**src/rtl/e_mul_pkg.sv**
```systemverilog
// Shared types and default sizing for the execute-stage multiplier.
package e_mul_pkg;

    localparam int unsigned DefWidth = 32;
    localparam int unsigned DefDigit = 4;

    typedef enum logic [1:0] {
        Mul    = 2'd0,
        Mulh   = 2'd1,
        Mulhsu = 2'd2,
        Mulhu  = 2'd3
    } mul_op_t;

    typedef enum logic [1:0] {
        Idle = 2'd0,
        Calc = 2'd1,
        Fin  = 2'd2
    } state_t;

endpackage

```
**src/rtl/e_mul_digit.sv**
```systemverilog
// Combinational WIDTH x DIGIT partial product added onto the running upper product half.
module e_mul_digit
    import e_mul_pkg::*;
#(
    parameter int unsigned WIDTH = DefWidth,
    parameter int unsigned DIGIT = DefDigit
) (
    input  logic [WIDTH-1:0]       i_a,
    input  logic [DIGIT-1:0]       i_d,
    input  logic [WIDTH-1:0]       i_acc,
    output logic [WIDTH+DIGIT-1:0] o_sum
);

    localparam int unsigned PW = WIDTH + DIGIT;

    logic [PW-1:0] w_a;
    logic [PW-1:0] w_d;
    logic [PW-1:0] w_acc;

    assign w_a   = {{DIGIT{1'b0}}, i_a};
    assign w_d   = {{WIDTH{1'b0}}, i_d};
    assign w_acc = {{DIGIT{1'b0}}, i_acc};

    // (2^W-1) + (2^W-1)(2^D-1) < 2^(W+D), so the sum never overflows PW bits.
    assign o_sum = w_acc + w_a * w_d;

endmodule

```
**src/rtl/e_mul_unit.sv**
```systemverilog
// Iterative radix-2^DIGIT multiplier with fixed WIDTH/DIGIT+1 cycle latency.
// Define MUL_HIGH_EN to enable MULH/MULHSU/MULHU; otherwise only the unsigned low word.
module e_mul_unit
    import e_mul_pkg::*;
#(
    parameter int unsigned WIDTH = DefWidth,
    parameter int unsigned DIGIT = DefDigit
) (
    input  logic             i_clk,
    input  logic             i_nrst,
    input  logic             i_start,
    input  logic [1:0]       i_mul_op,
    input  logic [WIDTH-1:0] i_rs1,
    input  logic [WIDTH-1:0] i_rs2,
    input  logic             i_flush,
    output logic             o_busy,
    output logic             o_done,
    output logic [WIDTH-1:0] o_result
);

    localparam int unsigned N    = WIDTH / DIGIT;
    localparam int unsigned CntW = (N > 1) ? $clog2(N) : 1;
    localparam logic [CntW-1:0] CntLast = CntW'(N - 1);

    state_t               r_state;
    state_t               w_state_next;
    logic [CntW-1:0]      r_cnt;
    logic [2*WIDTH-1:0]   r_prod;
    logic [WIDTH-1:0]     r_a;
    logic [WIDTH-1:0]     r_b;
    logic                 r_done;
    logic [WIDTH-1:0]     r_result;
    logic [WIDTH+DIGIT-1:0] w_sum;
    logic [WIDTH-1:0]     w_a_mag;
    logic [WIDTH-1:0]     w_b_mag;
    logic [WIDTH-1:0]     w_word;

`ifdef MUL_HIGH_EN
    mul_op_t              r_op;
    logic                 r_neg;
    logic                 w_sgn1;
    logic                 w_sgn2;
    logic [2*WIDTH-1:0]   w_final;

    assign w_sgn1  = (mul_op_t'(i_mul_op) != Mulhu) & i_rs1[WIDTH-1];
    assign w_sgn2  = ((mul_op_t'(i_mul_op) == Mul) | (mul_op_t'(i_mul_op) == Mulh))
                     & i_rs2[WIDTH-1];
    // The most negative value negates to itself, which reads correctly as an unsigned magnitude.
    assign w_a_mag = w_sgn1 ? -i_rs1 : i_rs1;
    assign w_b_mag = w_sgn2 ? -i_rs2 : i_rs2;
    assign w_final = r_neg ? -r_prod : r_prod;
    assign w_word  = (r_op == Mul) ? w_final[WIDTH-1:0] : w_final[2*WIDTH-1:WIDTH];
`else
    logic [1:0]           w_unused_op;

    assign w_unused_op = i_mul_op;
    assign w_a_mag     = i_rs1;
    assign w_b_mag     = i_rs2;
    assign w_word      = r_prod[WIDTH-1:0];
`endif

    e_mul_digit #(
        .WIDTH (WIDTH),
        .DIGIT (DIGIT)
    ) u_digit (
        .i_a   (r_a),
        .i_d   (r_b[DIGIT-1:0]),
        .i_acc (r_prod[2*WIDTH-1:WIDTH]),
        .o_sum (w_sum)
    );

    always_ff @(posedge i_clk or negedge i_nrst) begin
        if (!i_nrst) begin
            r_state <= Idle;
        end else begin
            r_state <= w_state_next;
        end
    end

    always_comb begin
        w_state_next = r_state;
        unique case (r_state)
            Idle:    if (i_start) w_state_next = Calc;
            Calc:    if (r_cnt == CntLast) w_state_next = Fin;
            Fin:     w_state_next = Idle;
            default: w_state_next = Idle;
        endcase
        if (i_flush) w_state_next = Idle;
    end

    always_comb begin
        o_busy   = (r_state != Idle);
        o_done   = r_done;
        o_result = r_result;
    end

    always_ff @(posedge i_clk or negedge i_nrst) begin
        if (!i_nrst) begin
            r_cnt    <= '0;
            r_prod   <= '0;
            r_a      <= '0;
            r_b      <= '0;
            r_done   <= 1'b0;
            r_result <= '0;
`ifdef MUL_HIGH_EN
            r_op     <= Mul;
            r_neg    <= 1'b0;
`endif
        end else begin
            r_done <= 1'b0;
            if (!i_flush) begin
                unique case (r_state)
                    Idle: begin
                        if (i_start) begin
                            r_a    <= w_a_mag;
                            r_b    <= w_b_mag;
                            r_prod <= '0;
                            r_cnt  <= '0;
`ifdef MUL_HIGH_EN
                            r_op   <= mul_op_t'(i_mul_op);
                            r_neg  <= w_sgn1 ^ w_sgn2;
`endif
                        end
                    end
                    Calc: begin
                        r_prod <= {w_sum, r_prod[WIDTH-1:DIGIT]};
                        r_b    <= r_b >> DIGIT;
                        r_cnt  <= r_cnt + CntW'(1);
                    end
                    Fin: begin
                        r_result <= w_word;
                        r_done   <= 1'b1;
                    end
                    default: ;
                endcase
            end
        end
    end

endmodule
```
**config.mk**
```make
export PLATFORM = sky130hd
export DESIGN_NAME = e_mul_unit
export DESIGN_NICKNAME = d
export VERILOG_FILES = /design/src/rtl/e_mul_pkg.sv /design/src/rtl/e_mul_digit.sv /design/src/rtl/e_mul_unit.sv
export SDC_FILE = /design/constraint.sdc
export NUM_CORES = 1
export LEC_CHECK = 0
export CORE_ASPECT_RATIO = 0.7
export CORE_UTILIZATION = 59
export CTS_CLUSTER_SIZE = 20
export DETAILED_ROUTE_END_ITERATION = 12
export GPL_TIMING_DRIVEN = 0
export MAX_ROUTING_LAYER = met4
export PLACE_DENSITY = 0.84
export SLEW_MARGIN = 0
export SYNTH_ARGS = -nofsm -noshare
export SYNTH_HDL_FRONTEND = slang
export SYNTH_SLANG_ARGS = --single-unit
```
**constraint.sdc**
```tcl
create_clock -name i_clk -period 5.9 [get_ports i_clk]
set_clock_uncertainty 0.1 [all_clocks]
set_input_delay 0.59 -clock i_clk [delete_from_list [all_inputs] [get_ports i_clk]]
set_output_delay 0.59 -clock i_clk [all_outputs]
set_load 0.05 [all_outputs]
```
== Yosys cells after proc, flatten, opt, wreduce, memory -nomap -nowiden ==
Index checks and enable logic that the tools add are counted.

* Flip-flop bits (word level): 166
* Bits of input ports: 70

* Add/sub/neg operators: 2
* $mul: 1
* Eq/ne operators: 6
* Multiplexer cells: 12
* Bitwise gates (word level): 1
* Reduce and logical (&&, ||, !) cells: 7

{| class="wikitable"
|+ Operators by type and width
! operator !! number
|-
| $pmux 64 s2 || 1
|-
| $mux 64 || 1
|-
| $pmux 32 s2 || 1
|-
| $add 32x36->36 || 1
|-
| $mul 32x4->36 || 1
|-
| $mux 32 || 1
|-
| $mux 2 || 3
|-
| $ne 3x3->1 const B || 2
|-
| $pmux 3 s2 || 1
|-
| $reduce_and 3->1 || 2
|-
| $pmux 2 s2 || 1
|-
| $reduce_and 2->1 || 2
|-
| $reduce_bool 2->1 || 2
|-
| $add 3x1->3 const B || 1
|-
| $eq 3x3->1 const B || 1
|-
| $mux 3 || 1
|-
| $eq 2x1->1 const B || 1
|-
| $eq 2x2->1 const B || 1
|-
| $logic_not 2->1 || 1
|-
| $mux 1 || 2
|-
| $ne 2x2->1 const B || 1
|-
| $not 1->1 || 1
|}

== Longest topological paths before layout ==
Gate-level depths: netlist of the first run.

* Depth after elaboration: 4
* Mapped depth: 16

== Hierarchy ==
Synthesis of the first run repeated with hierarchy kept, for this count alone.

* Cells, all modules: 1,050
* Area total of the unflattened synthesis: 11,638.7 µm²

{| class="wikitable"
|+ Modules (own cells, without submodules)
! module !! times used !! cells each !! area each (µm²) !! seq. area each (µm²)
|-
| e_mul_unit || 1 || 397 || 6,428.7 || 4,154.0
|-
| e_mul_digit || 1 || 653 || 5,210.0 || 0.0
|}

== Worst setup path before layout of the first run ==
No wires, ideal clock.

* Path type: reg-to-reg
* Start: register r_b[3]
* End: register r_prod[63]
* Setup time: 0.079 ns
* Arrival: 4.199 ns
* Data required time: 5.721 ns
* Path slack: 1.522 ns
* Stages on the path, launching flop included: 15
* Cell sequence: dfrtp_1 > clkbuf_1 > nand2_1 > fa_1 > fa_1 > fa_1 > inv_1 > ha_1 > and2b_1 > o2111ai_2 > a31oi_4 > o211ai_2 > o41a_4 > o41ai_1 > mux2i_1

* Cells in the longest elaborated chain, start to end: 3

{| class="wikitable"
|+ RTL lines
! item !! RTL line !! source
|-
| start, declared || e_mul_unit.sv:30 || <nowiki>logic [WIDTH-1:0] r_b;</nowiki>
|-
| start signal, assigned || e_mul_unit.sv:116 || <nowiki>r_b <= w_b_mag;</nowiki>
|-
| start signal, assigned || e_mul_unit.sv:127 || <nowiki>r_b <= r_b >> DIGIT;</nowiki>
|-
| $mul 32x4->36 || e_mul_digit.sv:25 || <nowiki>assign o_sum = w_acc + w_a * w_d;</nowiki>
|-
| $add 32x36->36 || e_mul_digit.sv:25 ||
|-
| $pmux 64 s2 || e_mul_unit.sv:112 || <nowiki>unique case (r_state)</nowiki>
|-
| end signal, assigned || e_mul_unit.sv:126 || <nowiki>r_prod <= {w_sum, r_prod[WIDTH-1:DIGIT]};</nowiki>
|-
| end, declared || e_mul_unit.sv:28 || <nowiki>logic [2*WIDTH-1:0] r_prod;</nowiki>
|}

No other way between the ends.
A chain may end at the register's enable or synchronous reset.

== Worst setup path after layout of the first run ==
Same ends and word-level chain as after synthesis.

==> results of run 1 <==
[layout make-up]
| cell class | count | area share [%] |
|---|---|---|
| plain buffers | 62 | 1.74 |
| clock buffers | 20 | 3.35 |
| clock inverters | 12 | 0.799 |
| inverters | 163 | 4.49 |
| multi-input cells | 774 | 49.0 |
| flip-flops and latches | 166 | 30.5 |
| well taps | 264 | 2.43 |
| repair buffers | 103 | 7.72 |
[metal layers]
metal	up-vias	global-route usage, %	routed length [um]
met4	0	8.00	398
met3	36	5.28	1870
met5	-	-	0
met2	289	46.4	12900
met1	4542	46.0	13600
li1	4094	-	-
[per-stage QoR]
stage | cells | cell area, um2 | hold WS, ps
final | 1564 | 13600 | 379
after floorplan | 1165 | 11700 | 194
after global routing | 1564 | 13600 | 406
after CTS | 1564 | 13600 | 385
after detailed placement | 1531 | 13000 | 370
after global placement | 1529 | 13000 | 361
[Yosys cell counts, drive strengths merged (3+ instances only)]
cell	number
dfrtp	166
inv	163
and2	123
nand2	102
fa	91
o21ai	82
mux2	64
clkbuf	58
ha	46
a22o	32
mux2i	32
a21oi	29
nor2	22
xnor2	15
nand3	14
a21o	13
nand4	13
xor2	11
nor3	9
o21a	6
a211oi	5
a31oi	5
nand2b	5
o211ai	5
o21bai	5
a22oi	4
buf	4
o41ai	4
or3	4
a311oi	3
o31ai	3
or2	3
[timing repair]
action | in CTS | in global routing
endpoints found under the setup margin | 0 | 1
gates resized for setup | 0 | 1
hold buffers | 1 | 0
hold endpoints to repair | 9 | 0
[worst max-delay path, delay by kind of cell, from the launching register on]
family	cells	cell delay [ps]
compound gates	5	1610
fa+ha+maj	4	1940
flops	1	570
buf+inv	2	690
simple gates	2	400
mux	1	260
[worst max-delay path by stage]
stage / startpoint / end / slack, ps / cells after the start
5_1_grt: r_b[3]$_DFFE_PN0P_ / r_prod[57]$_DFFE_PN0P_ / 120 / 16
4_1_cts: r_b[3]$_DFFE_PN0P_ / r_prod[54]$_DFFE_PN0P_ / 250 / 15
3_3_place_gp: i_nrst / r_b[18]$_DFFE_PN0P_ / -2860 / 1
6_report: r_b[3]$_DFFE_PN0P_ / r_prod[63]$_DFFE_PN0P_ / 230 / 14
3_5_place_dp: r_b[3]$_DFFE_PN0P_ / r_prod[54]$_DFFE_PN0P_ / 310 / 15
2_1_floorplan: r_b[3]$_DFFE_PN0P_ / r_prod[63]$_DFFE_PN0P_ / 1520 / 14
[power by group]
group          total, mW  leakage (nW)  internal (mW)  switching [mW]
sequential          1.51          2.17           1.33           0.177
clock               1.09         0.274          0.575           0.511
combinational       4.16          4.01           1.56            2.59
total               6.75          6.45           3.47            3.28
[state kept, by name, indices dropped and copies added, names as in the netlist]
signal    flops
r_cnt         3
r_b          32
o_result     32
r_state       2
r_prod       64
o_done        1
r_a          32
[cell families after synthesis]
kind of cell | count (synthesis)
fa+ha+maj | 137
simple gates | 303
compound gates | 212
buf+inv | 225
flops | 166
xor+xnor | 26
mux | 96
==> results.md, run 1 <==
* Initial Util at 60.9%
* Antenna violation net count after detailed routing at 0
* Critical Path Start Type: flop
* Worst r2r src: r_b[3]$_DFFE_PN0P_
* First-pass GRT wire length at ~48000 um
* Synth Instances at approximately 1200
* Area of the multi-input gates at 6670 um2
* Most frequent cells in the layout: 166 x dfrtp_1, 163 x inv_1, 123 x and2_1, 102 x nand2_1, 99 x clkdlybuf4s50_1
* Simple-Gate Fraction of Synth Area at around 13%
* Async S/R FF share, synth at between 90% and 100%
* Total power at 6.75 mW
* Post-CTS Setup Bufs at 0
* Root Buffer: clkbuf_16
* Worst EP required at a little over 6000 ps
* GRT Overall Usage at around a third
* Max H-tree Level at 4
* Pwr Density at between 400 and 500 nW/um2
* Number of buffers created by CTS at 17
* Largest family of logic cells by synthesized area: adder cells
* Final setup viols at 0
* Mux contribution to synthesized area at around 8.9%
* CTS sink cnt at about 170
* Drt pass-1 iters at 6
* CP max stage cell: clkbuf_1
* Core area at 19100 um2
* Worst skew pair latency at between 400 and 500 ps
* Routed vias at ~9000
* # IOs at ~100
* Register Area at 4150 um2
* Register area share after synthesis at 35.6%
* Slew Viols, Final at 0
* Input/output buffers at 100
* Critical Path AT at a little under 6000 ps
* Final hold violations at 0
* Post-Synth Adder-Cell Area at 20.6%
* Avg Cell Area, Syn at roughly 10 um2
* Crit path capture type: flop
* Reg2reg setup slack at about 230 ps
* GRT Residual Overflow at 0
* Net Count, Synth at around 1400
* Most frequent CP cell: fa_1
* XOR/XNOR Fraction of Synth Area at 1.95%
* Die H at approximately 120 um
* Critical path fanouts, max at 10
* Crit path kind: flop to flop
* Die area at ~20000 um2
* GPL Wtd Cong at 0.901
* CTS tree: done
* Leak at approximately 6.5 nW
* Worst-case clock buffer depth at 2
* Hold Path Class: flop to flop
* Filler Cell Count at 1426
* Post-Syn Area at 11700 um2
* Synth area leaders: dfrtp_1 36%, fa_1 16%, and2_1 6.6%, mux2_2 6.2%, inv_1 5.2%
* Post-synth EDFFs at 0
* Slew margin rel. at between 10% and 20%
* Worst-case reg-to-reg path depth at 14
* Critical Path, Cell by Cell: clkbuf_1 > nand2_1 > fa_1 > fa_1 > fa_1 > inv_1 > ha_1 > and2b_1 > o2111ai_2 > a31oi_4 > o211ai_2 > o41a_4 > o41ai_1 > mux2i_1
* Clock-pin slew of the registers on the worst-case setup and hold paths at approximately 70 ps
* Min-Delay Endpoint: r_b[12]$_DFFE_PN0P_
* Largest net degree at the start of global routing at between 100 and 150
* Chip width at about 170 um
* Final Worst Setup Slack at 234 ps
* Commonest non-fill, non-tap cell in the layout: dfrtp_1
* Worst R2R End: r_prod[63]$_DFFE_PN0P_
* Drt drc at 0
* P&R area growth vs syn at 16.8%
* Iteration-0 DRC Markers at 681
* DR vias/cell at approximately 5.7
* Hold path depth at 2
* Post-synth top area share at about 36%
* Routed Wire Length at between 20000 and 30000 um
* Period utilization at 96.0%
* Num rows at 42
* Hold path startpoint: r_b[12]$_DFFE_PN0P_
* Area leader, netlist: dfrtp_1
* FF+latch count, synth at roughly 170
* Slowest Stage Delay on Critical Path at ~630 ps
* Share of layout cells above drive strength 1 at 8.46%
* Distinct cell type count after synthesis at 55
* Ys flop type: dfrtp_1
* Worst VDD drop at 0.311 mV
* Compound-gate portion of the synthesized area at 12.2%
* Max-cap violations at 0
* Worst slack, placed at 312 ps
* Ant diodes at 0
* Setup_tns at 0 ps
* Vias in the first global route at slightly above 9000
* Net count reported at finish at 1494
* Final HPWL DP at roughly 21000 um
* Unrepaired setup endpoints after global routing: no
* Status: finished, final reports clean
* Minimum clock period after layout at roughly 5700 ps
* YS warnings at 0
* Initial antenna violation count at 1
* Drt wl/cell at between 15 and 20 um
* Fmax at 0.176 GHz
* Worst slew pin tran at between 1000 and 1500 ps
* Util after Layout at 71.2%
No activity file was read; power rests on OpenSTA's default activity.
==> run 2, diff against run 1 <==
--- a/config.mk
+++ b/config.mk
@@ -6,13 +6,13 @@
 export NUM_CORES = 1
 export LEC_CHECK = 0
 export CORE_ASPECT_RATIO = 0.7
+export CORE_MARGIN = 4
 export CORE_UTILIZATION = 59
 export CTS_CLUSTER_SIZE = 20
 export DETAILED_ROUTE_END_ITERATION = 12
 export GPL_TIMING_DRIVEN = 0
 export MAX_ROUTING_LAYER = met4
 export PLACE_DENSITY = 0.84
-export SLEW_MARGIN = 0
 export SYNTH_ARGS = -nofsm -noshare
 export SYNTH_HDL_FRONTEND = slang
 export SYNTH_SLANG_ARGS = --single-unit
==> run 2 against run 1 <==
Against the previous run:
- clock power rose by 9%
- worst hold slack better by 5.5 ps
- sequential power barely moved
- core utilization increased by 0.33 points
- via count is 0.90% lower
- sequential share of layout area fell by 0.14 points
- total power grew 1.3%
- worst setup slack better by 52 ps
- maximum frequency rose by 0.93%
- critical path depth up 1
- global-route usage down 3.9 points
- critical endpoint is now r_prod[54]$_DFFE_PN0P_
==> results.md, run 2 (synthesis results as in run 1) <==
* Clock-pin slew of the registers on the worst-case setup and hold paths at 70 ps (about the same)
* Crit path capture type: flop
* GPL Wtd Cong at 0.941 (+4.3%)
* Min-Delay Endpoint: r_b[6]$_DFFE_PN0P_
* GRT Overall Usage at 27.7% (-3.9 points)
* Input/output buffers at 100 (unchanged)
* Routed vias at 8880 (-0.90%)
* Worst EP required at 6100 ps (-50 ps)
* Reg2reg setup slack at 290 ps (+50 ps)
* Grt met3 use at 5.63% (+0.36 points)
* Psw at 3.29 mW (+0.15%)
* Leak at 6.49 nW (+0.57%)
* Die H at 126 um (+5.0%)
* Critical Path Start Type: flop
* Combinational group share of total power at 60.5% (-1.0 points)
* Hold path depth at 2 (unchanged)
* First-pass GRT wire length at 47600 um (-0.72%)
* Max-cap violations at 0 (unchanged)
* Worst slew pin tran at 1130 ps (-80.5 ps)
* P&R area growth vs syn at 17.4%
* Period utilization at 95.2% (-0.88 points)
* Largest net degree at the start of global routing at 124 (+12%)
* Worst r2r src: r_b[3]$_DFFE_PN0P_
* Die area at 22100 um2 (+8.7%)
* Fmax at 0.178 GHz (+0.93%)
* Ant diodes at 0 (unchanged)
* Num rows at 42 (unchanged)
* Number of buffers created by CTS at 17 (unchanged)
* Core area at 19100 um2 (unchanged)
* GRT Residual Overflow at 0 (unchanged)
* Unrepaired setup endpoints after global routing: no
* Switching Share at 48.1% (-0.54 points)
* Max H-tree Level at 4 (unchanged)
* Final hold violations at 0 (unchanged)
* Drt drc at 0 (unchanged)
* Worst-case reg-to-reg path depth at 15 (+1)
* Vias in the first global route at 9269 (-0.097%)
* Int Pwr at 3.55 mW (+2.3%)
* Worst slack, placed at 409 ps (+96.5 ps)
* # IOs at 104 (unchanged)
* Most frequent cells in the layout: 166 x dfrtp_1, 163 x inv_1, 123 x and2_1, 102 x nand2_1, 99 x clkdlybuf4s50_1
* Most flops, register: r_prod
* Final setup viols at 0 (unchanged)
* Critical path fanouts, max at 10 (unchanged)
* Worst R2R End: r_prod[54]$_DFFE_PN0P_
* Hold path startpoint: r_b[6]$_DFFE_PN0P_
* Busiest layer in global routing: met1
* DR vias/cell at 5.68 (-0.90%)
* Register share of total power at 22.1% (-0.3 points)
* Status: finished, final reports clean
* Crit path kind: flop to flop
* Minimum clock period after layout at 5610 ps (-52.0 ps)
* Chip width at 176 um (+3.5%)
* Root Buffer: clkbuf_16
* Iteration-0 DRC Markers at 631 (-7.3%)
* Drt pass-1 iters at 5 (-1)
* Worst-case clock buffer depth at 2 (unchanged)
* Met2 Usage GRT at 39.8% (-6.7 points)
* Worst VDD drop at 0.331 mV (+6.3%)
* Worst skew pair latency at 450 ps (about the same)
* Routed Wire Length at 28700 um (-0.11%)
* Post-CTS Setup Bufs at 0 (unchanged)
* Filler Cell Count at 1380 (-3.2%)
* CTS tree: done
* Critical Path AT at 5810 ps (-100 ps)
* CTS sink cnt at 166 (unchanged)
* Clock power share at 17.4% (+1.3 points)
* Inst Count DP at 1531 (unchanged)
* Initial antenna violation count at 0 (-1)
* Util after Layout at 71.5% (+0.33 points)
* Final Worst Setup Slack at 286 ps (+52.0 ps)
* Total power at 6.84 mW (+1.3%)
* Antenna violation net count after detailed routing at 0 (unchanged)
* Hold Path Class: flop to flop
* Drt wl/cell at 18.4 um (-0.11%)
* Max reg flops at 64 (unchanged)
* Share of layout cells above drive strength 1 at 8.54% (+0.077 points)
* Initial Util at 60.9% (unchanged)
* Slew Viols, Final at 0 (unchanged)
* Commonest non-fill, non-tap cell in the layout: dfrtp_1
* Net count reported at finish at 1494 (unchanged)
* Fin cells at 1564 (unchanged)
* Final HPWL DP at 21600 um (+0.74%)
* Pwr Density at 500 nW/um2 (+0.80%)
* Slew margin rel. at 24.7% (+5.4 points)
* Met1 Resource Use GR at 41.3% (-4.7 points)
## run 2: cell count changes in the layout (fill, tap and decap cells not counted), moves of 2 or more
cell	change
inv_6	-2
clkbuf_1	-2
bufinv_16	+2
inv_8	+2
clkinvlp_4	-2
## run 2: how the worst max path moves through the flow
stage / from / end
final: r_b[3]$_DFFE_PN0P_ / r_prod[54]$_DFFE_PN0P_
after global routing: r_b[3]$_DFFE_PN0P_ / r_prod[54]$_DFFE_PN0P_
after global placement: i_nrst / r_b[18]$_DFFE_PN0P_
after detailed placement: r_b[3]$_DFFE_PN0P_ / r_prod[54]$_DFFE_PN0P_
after CTS: r_b[3]$_DFFE_PN0P_ / r_prod[54]$_DFFE_PN0P_
after floorplan: r_b[3]$_DFFE_PN0P_ / r_prod[63]$_DFFE_PN0P_
## run 2: metal layers
metal / vias to the layer above / routed length [um]
met2: 288 / 12800
met1: 4483 / 13600
met4: 0 / 412
met5: - / 0
met3: 32 / 1920
li1: 4077 / -
## run 2: what timing repair did
item                                    CTS  global route
gates resized for setup                   0             3
endpoints found under the setup margin    0             2
endpoints found under the hold margin    43             0
hold buffers                              1             0
## run 2: worst max-delay path, cell delays in order (launching register included)
cell and delay [ps]:
dfrtp_1 520, clkdlybuf4s15_1 640, and2_1 360, fa_1 510, fa_1 550, inv_1 60, fa_1 510, inv_1 60
ha_1 380, o211ai_1 140, o21a_1 200, a311oi_1 430, a311oi_2 250, o211ai_1 470, xnor2_1 200, o21ai_0 110
## run 2: final cells by class
type,instances,area [um2],share of cell area [%]
multi-input cells,774,6670,48.7
flip-flops and latches,166,4150,30.4
repair buffers,103,1050,7.68
inverters,163,612,4.47
clock buffers,18,439,3.21
well taps,264,330,2.41
plain buffers,62,243,1.77
clock inverters,14,184,1.34
## run 2: metrics by stage
stage,hold slack [ps],area [um2],setup TNS [ps]
after floorplan,194,11700,0
final,385,13700,0
after CTS,386,13700,0
after global placement,361,13000,-461860
after global routing,406,13700,0
after detailed placement,371,13000,0
## run 2: power groups by stage
stage / logic (mW) / clock network (mW) / registers, mW
after floorplan: 3.09 / 0 / 1.45
after global placement: 3.91 / 0 / 1.52
after detailed placement: 4.02 / 0 / 1.52
after CTS: 4.07 / 1.20 / 1.51
after global routing: 4.67 / 1.26 / 1.54
final: 4.14 / 1.19 / 1.51
